File: src/rtl/demux1x2_fifo.sv
`default_nettype none
// ============================================================================
// Module   : demux1x2_fifo
// Brief    : 1:2 valid-qualified demultiplexer. Each input word is steered by
//            `selector` into one of two show-ahead FIFOs, which are drained
//            independently by pop0/pop1. readyIN back-pressures the source
//            whenever the selected channel is full.
// Options  : DEMUX_ERR_EN - when defined, enables the sticky overflow and
//            underflow flags (errOvf/errUnf); otherwise both are tied to 0.
// Revision : 1.0 - initial release
// ============================================================================
module demux1x2_fifo #(
    parameter int DATA_W = 2,
    parameter int DEPTH  = 4,
    parameter int PTR_W  = 2
) (
    input  logic              clk,
    input  logic              reset,
    input  logic              selector,
    input  logic [DATA_W-1:0] dataIn,
    input  logic              validIN,
    output logic              readyIN,
    input  logic              pop0,
    input  logic              pop1,
    output logic [DATA_W-1:0] dataOut0,
    output logic              validOUT0,
    output logic [DATA_W-1:0] dataOut1,
    output logic              validOUT1,
    output logic [PTR_W:0]    count0,
    output logic [PTR_W:0]    count1,
    output logic              errOvf,
    output logic              errUnf
);

    localparam logic [PTR_W:0] c_FULL  = (PTR_W + 1)'(DEPTH);
    localparam logic [PTR_W:0] c_EMPTY = '0;

    logic [PTR_W:0]    w_count [2];
    logic [DATA_W-1:0] w_head  [2];
    logic [1:0]        w_popReq;
    logic              w_ready;

    assign w_popReq = {pop1, pop0};

    // Ready looks only at the selected channel's occupancy; a pop in the same
    // cycle does not free a slot for the incoming word.
    assign w_ready = ((selector ? w_count[1] : w_count[0]) != c_FULL);
    assign readyIN = w_ready;

    genvar ch;
    generate
        for (ch = 0; ch < 2; ch++) begin : g_ch
            localparam logic c_SEL = (ch == 1);

            logic [DATA_W-1:0] r_mem [DEPTH];
            logic [PTR_W-1:0]  r_wrPtr;
            logic [PTR_W-1:0]  r_rdPtr;
            logic [PTR_W:0]    r_count;
            logic              w_push;
            logic              w_pop;

            assign w_push = validIN && w_ready && (selector == c_SEL);
            // A pop on an empty channel is simply dropped.
            assign w_pop  = w_popReq[ch] && (r_count != c_EMPTY);

            // Storage write; contents are deliberately left untouched by reset.
            always_ff @(posedge clk) begin
                if (!reset && w_push) begin
                    r_mem[r_wrPtr] <= dataIn;
                end
            end

            // Pointer and occupancy tracking; full/empty come from the count,
            // so pointers may wrap freely at DEPTH.
            always_ff @(posedge clk) begin
                if (reset) begin
                    r_wrPtr <= '0;
                    r_rdPtr <= '0;
                    r_count <= '0;
                end else begin
                    if (w_push) r_wrPtr <= r_wrPtr + 1'b1;
                    if (w_pop)  r_rdPtr <= r_rdPtr + 1'b1;
                    case ({w_push, w_pop})
                        2'b10:   r_count <= r_count + 1'b1;
                        2'b01:   r_count <= r_count - 1'b1;
                        default: r_count <= r_count;
                    endcase
                end
            end

            assign w_count[ch] = r_count;
            // Show-ahead: the head word is read straight out of the array.
            assign w_head[ch]  = r_mem[r_rdPtr];
        end
    endgenerate

    assign dataOut0  = w_head[0];
    assign dataOut1  = w_head[1];
    assign count0    = w_count[0];
    assign count1    = w_count[1];
    assign validOUT0 = (w_count[0] != c_EMPTY);
    assign validOUT1 = (w_count[1] != c_EMPTY);

`ifdef DEMUX_ERR_EN
    logic r_errOvf;
    logic r_errUnf;

    // Sticky protocol-error flags, cleared only by reset.
    always_ff @(posedge clk) begin
        if (reset) begin
            r_errOvf <= 1'b0;
            r_errUnf <= 1'b0;
        end else begin
            if (validIN && !w_ready) begin
                r_errOvf <= 1'b1;
            end
            if ((pop0 && (w_count[0] == c_EMPTY)) ||
                (pop1 && (w_count[1] == c_EMPTY))) begin
                r_errUnf <= 1'b1;
            end
        end
    end

    assign errOvf = r_errOvf;
    assign errUnf = r_errUnf;
`else
    assign errOvf = 1'b0;
    assign errUnf = 1'b0;
`endif

endmodule
`default_nettype wire

File: config.mk
export PLATFORM = sky130hd
export DESIGN_NAME = demux1x2_fifo
export DESIGN_NICKNAME = d
export VERILOG_FILES = /design/src/rtl/demux1x2_fifo.sv
export SDC_FILE = /design/constraint.sdc
export NUM_CORES = 1
export LEC_CHECK = 0
export BUFFER_PORTS_ARGS = -buffer_cell sky130_fd_sc_hd__clkbuf_2
export CAP_MARGIN = 20
export CORE_ASPECT_RATIO = 1.1
export CORE_UTILIZATION = 42
export CTS_CLUSTER_SIZE = 16
export DETAILED_ROUTE_END_ITERATION = 16
export GPL_TIMING_DRIVEN = 0
export PLACE_DENSITY = 0.62
export SLEW_MARGIN = 15
export SYNTH_ARGS = -nofsm -noshare
export SYNTH_HDL_FRONTEND = slang
export SYNTH_SLANG_ARGS = --single-unit
File: constraint.sdc
create_clock -name clk -period 4.5 [get_ports clk]
set_clock_uncertainty 0.1 [all_clocks]
set_input_delay 1.125 -clock clk [delete_from_list [all_inputs] [get_ports clk]]
set_output_delay 1.125 -clock clk [all_outputs]
set_load 0.02 [all_outputs]
---- Word level (Yosys, flattened, before mapping) ----
Memory sizes are Yosys's and may differ from the RTL's. A register that Yosys moved wholly into a read port is not among the register bits.
Cells that the tools add are included.
word-level totals
  bits in registers ....................... 14
  memory bits (writable) .................. 16
  word-level logic and storage cells ...... 45
  memories ................................ 2
cells by class
  add/sub/neg operators ................... 8
  equality and inequality tests ........... 5
  multiplexer cells ....................... 11
  reductions and logical operators ........ 12
  bitwise logic cells ..................... 1
memories
  name           words  bits a word  read ports  clocked after Yosys merged registers in  write ports  line  source
  g_ch[0].r_mem  4      2            1           1                                        1            55    logic [DATA_W-1:0] r_mem [DEPTH];
  g_ch[1].r_mem  4      2            1           1                                        1            55
operators by type and width
  cell                 number
  $pmux 3 s2           2
  $add 2x1->2 const B  4
  $mux 2               4
  $logic_and 1x1->1    7
  $add 3x1->3 const B  2
  $reduce_bool 3->1    2
  $sub 3x1->3 const B  2
  $eq 2x1->1 const B   2
  $eq 2x2->1 const B   2
  $mux 1               4
  $reduce_bool 2->1    2
  $mux 3               1
  $ne 3x3->1 const B   1
  $logic_not 1->1      1
  $not 1->1            1

---- Depth between registers and ports, before layout ----
  word-level depth ........................ 7
  gate-level depth with buffers ........... 9
  mapped depth without buffers ............ 9

---- Least setup slack after synthesis ----
OpenSTA, ideal clock, no wires.
  kind .................................... input -> output
  from .................................... input selector
  to ...................................... output readyIN
  slack ................................... 1563 ps
  stages .................................. 2
  buffers on the path ..................... 1
  data arrival time ....................... 1712 ps
  path through ............................ clkbuf_2 mux2i_1
between the ends
  word-level cells in the longest chain between the ends .. 2
RTL lines
  what                line  source
  start: declaration  19    input logic selector,
  $mux 3              47    assign w_ready = ((selector ? w_count[1] : w_count[0]) != c_FULL);
  $ne 3x3->1          47
  end: declaration    22    output logic readyIN,
No other way between the ends.

---- Worst setup path after layout ----
Same ends and word-level chain as after synthesis.

==> flow_summary_export.csv <==
group,metric,value,unit
pwr,power_leakage,0.0007330,µW
sta,period_needed,2.887,ns
synthesis,yosysSeqAreaShare,53.21,%
setup_path,crit_path_frequent_cell,"clkbuf_2",
setup_path,cp.buffers_inverters,2,
die,core_area,3626,µm²
placement,dp_hpwl,1.765,mm
layout,syn_to_final_growth,18.92,%
die,die_w,60.49,µm
grt,grt_pass1_vias,948,
setup_path,required,3.27,ns
setup_path,critPathCaptureType,"output port",
run_status,status,"finished clean",
synthesis,yosysWarningCount,0,
layout,antenna_cells,0,
sta,worst_pin_slew,0.5379,ns
clock_tree,post-cts-setup-buffers,0,
detailed_routing,num_vias,965,
layout,fillers,355,
setup_path,endpoint,"readyIN",
setup_path,crit_path_cell_trace,"clkbuf_2 -> mux2i_1 -> clkbuf_2",
placement,post-place-ws,1.613,ns
clock_tree,htreeDepth,2,
pwr,power,1058,µW
setup_path,cpPeakStageDelay,0.19,ns
die,die_area,4012,µm²
placement,gp_congestion,0.7146,
sta,max_freq,346.4,MHz
setup_path,r2r-end,"count1[2]$_SDFFE_PP0P_",
clock_tree,clockBufferDepth,2,
detailed_routing,drt_drc_violations_left,0,
clock_tree,clockRootBuffer,"clkbuf_8",
sta,final-hold-violation-count,0,
grt,busiest_layer,"met2",
layout,seq_area,840.8,µm²
grt,grt_pass1_wl,4.312,mm
synthesis,ys_ff_latch,34,
clock_tree,path_clk_slew,0.07,ns
layout,multi_input_area,674.4,µm²
sta,relSlewSlack,63.63,%
pwr,power_frac_seq,40.4,%
synthesis,synth_cell_type_count,33,
die,initial_utilization,43.58,%
grt,met1_usage,19.23,%
detailed_routing,wl_per_cell,11.84,µm
placement,port_buffers,19,
clock_tree,tritoncts,"done",
layout,fin_cells,208,
setup_path,worstReg2RegStart,"count1[2]$_SDFFE_PP0P_",
grt,antenna_found_initial,0,
grt,met2_usage,23.08,%
sta,slew_viol_final,0,
detailed_routing,drtAntennaViolNets,0,
setup_path,cp_max_fo,7,
synthesis,synth_area_per_cell,12.16,µm²
synthesis,syn_inst,130,
sta,grt_setup_unrepaired,"false",
grt,grt_usage,15.32,%
sta,fin_crit_sh,64.15,%
die,fp-row-count,23,
sta,setup_viol,0,
layout,drive_above_1_share,25.32,%
clock_tree,clock_latency,0.28,ns
synthesis,synth_area,1580,µm²
pwr,combinationalPowerShare,29.3,%
clock_tree,cts.sinks,34,
clock_tree,cts_inserted_buffers,5,
setup_path,cp.depth,3,
placement,dp.cells,200,
setup_path,startpoint_type,"input pin",
pwr,p_sw_share,31.70,%
clock_tree,cts_hold_buf,0,
pwr,p_per_area,562.9,nW/µm²
detailed_routing,drt-pass1-iter-count,2,
min_path,hold_class,"reg2reg",
setup_path,worst_path_max_delay_cell,"mux2i_1",
setup_path,cp.arrival,1.66,ns
pwr,pwr-share-clk,30.4,%
die,ios,23,
sta,setup_tns,0,ns
job,cap_violations,0,
pwr,peakVddDrop,320.4,µV
detailed_routing,viasPerCell,4.639,
grt,gr-total-overflow,0,
grt,grt_start_max_net_pins,12,
die,die_y,66.33,µm
setup_path,crit_family,"buffers and inverters",
clock_tree,cts_resized,0,
pwr,intPower,722.5,µW
setup_path,reg2reg_depth,8,
layout,fin_nets,177,
setup_path,critPathKind,"in2out",
detailed_routing,routed_wl,2.463,mm
setup_path,cp-startpoint,"selector",
pwr,p_switching,335.4,µW
grt,globalRouteMet3Util,5.284,%
setup_path,timing.reg2reg.setup_slack,2.03,ns
detailed_routing,drt_iter0_markers,24,
sta,final.setup.worst_slack,1.613,ns
==> worst register-to-register path, stage by stage (launching register included) <==
cell	delay (ns)
dfxtp_1	0.45
or3b_1	0.41
nand3_1	0.11
ha_1	0.18
inv_1	0.06
fa_1	0.37
xor2_1	0.15
or3_2	0.40
a21oi_1	0.16
==> metrics by stage <==
| step | utilization, % | instance area (µm²) | hold slack, ns |
|---|---|---|---|
| 2_1_floorplan | - | 1584 | 0.3819 |
| 3_3_place_gp | 48.03 | 1742 | 0.3934 |
| 3_5_place_dp | 48.03 | 1742 | 0.4068 |
| 4_1_cts | 51.83 | 1879 | 0.4164 |
| 5_1_grt | 51.83 | 1879 | 0.4418 |
| 6_report | 51.83 | 1879 | 0.4112 |
==> layout by cell type, fill, tap and decap left out, types with 3 or more instances in the layout <==
master    instances
edfxtp_1         16
o21ai_0           4
mux4_2            4
dfxtp_1          18
inv_1            11
clkbuf_2         20
a21oi_1           6
ha_1             10
and2_1            8
clkbuf_8          6
or3_1             3
nor2_1           14
xor2_1            6
==> how the worst min path moves through the flow <==
| stage | from | end | cells past startpoint |
|---|---|---|---|
| after floorplan | g_ch[0].r_wrPtr[1]$_SDFFE_PP0P_ | g_ch[0].r_wrPtr[1]$_SDFFE_PP0P_ | 2 |
| after detailed placement | g_ch[0].r_wrPtr[1]$_SDFFE_PP0P_ | g_ch[0].r_wrPtr[1]$_SDFFE_PP0P_ | 2 |
| after global placement | g_ch[0].r_wrPtr[1]$_SDFFE_PP0P_ | g_ch[0].r_wrPtr[1]$_SDFFE_PP0P_ | 2 |
| after CTS | g_ch[0].r_wrPtr[1]$_SDFFE_PP0P_ | g_ch[0].r_wrPtr[1]$_SDFFE_PP0P_ | 2 |
| after global routing | g_ch[0].r_wrPtr[1]$_SDFFE_PP0P_ | g_ch[0].r_wrPtr[1]$_SDFFE_PP0P_ | 2 |
| final | g_ch[0].r_wrPtr[1]$_SDFFE_PP0P_ | g_ch[0].r_wrPtr[1]$_SDFFE_PP0P_ | 2 |
==> power by group through the flow <==
| stage | Sequential, µW | Combinational (µW) | Clock, µW |
|---|---|---|---|
| 6_report | 427 | 310 | 321 |
| 5_1_grt | 438 | 346 | 346 |
| 4_1_cts | 428 | 313 | 331 |
| 3_5_place_dp | 434 | 311 | 0 |
| 3_3_place_gp | 431 | 306 | 0 |
| 2_1_floorplan | 442 | 220 | 0 |
==> synth_stat cells <==
library cell	count	area share [%]
nor2_1	14	3.3
nand4_1	1	0.40
nor3b_2	2	1.6
xnor2_1	2	1.1
or3b_1	1	0.55
o311ai_0	2	1.1
nand2_1	1	0.24
xor2_1	6	3.3
mux2i_1	2	1.3
nor3b_1	1	0.48
inv_1	11	2.6
mux2_2	1	0.71
and2_1	8	3.2
edfxtp_1	16	30
clkbuf_1	1	0.24
nand2b_1	2	0.79
o21ai_0	4	1.3
a21oi_1	6	1.9
buf_4	2	0.95
ha_1	10	7.9
clkbuf_2	1	0.32
buf_1	1	0.24
o31a_1	1	0.55
and4b_1	1	0.63
nor4b_1	1	0.55
or3_2	2	0.95
dfxtp_1	18	23
fa_1	2	2.5
mux4_2	4	5.7
or3_1	3	1.2
nand3_1	1	0.32
o31a_2	1	0.63
conb_1	1	0.24
==> cell type report <==
class                      instances  area share (%)
timing repair buffer              19           5.060
inverter                          11           2.197
clock inverter                     1           1.598
tap                               50           3.329
sequential                        34           44.74
multi-input combinational         81           35.89
buffer                             5           1.465
clock buffer                       7           5.726
==> layer usage <==
layer  vias up  share of wire [%]
met4         0                2.4
met3         7                4.9
li1        501                  -
met5         -                  0
met1       432                 49
met2        25                 44
==> cells by family (layout without fill, tap and decap cells) <==
group	count (synthesis)	count (layout)	synth area share, %
buffers and inverters	16	43	4.354
other	1	2	0.2373
and+or+nand+nor	38	38	14.17
xor gates and xnor gates	8	8	4.434
DFF	34	34	53.21
adders and majority gates	12	12	10.45
AOI/OAI and AO/OA	14	14	5.464
muxes	7	7	7.680
Note: power is estimated with default switching activity, not from simulation.
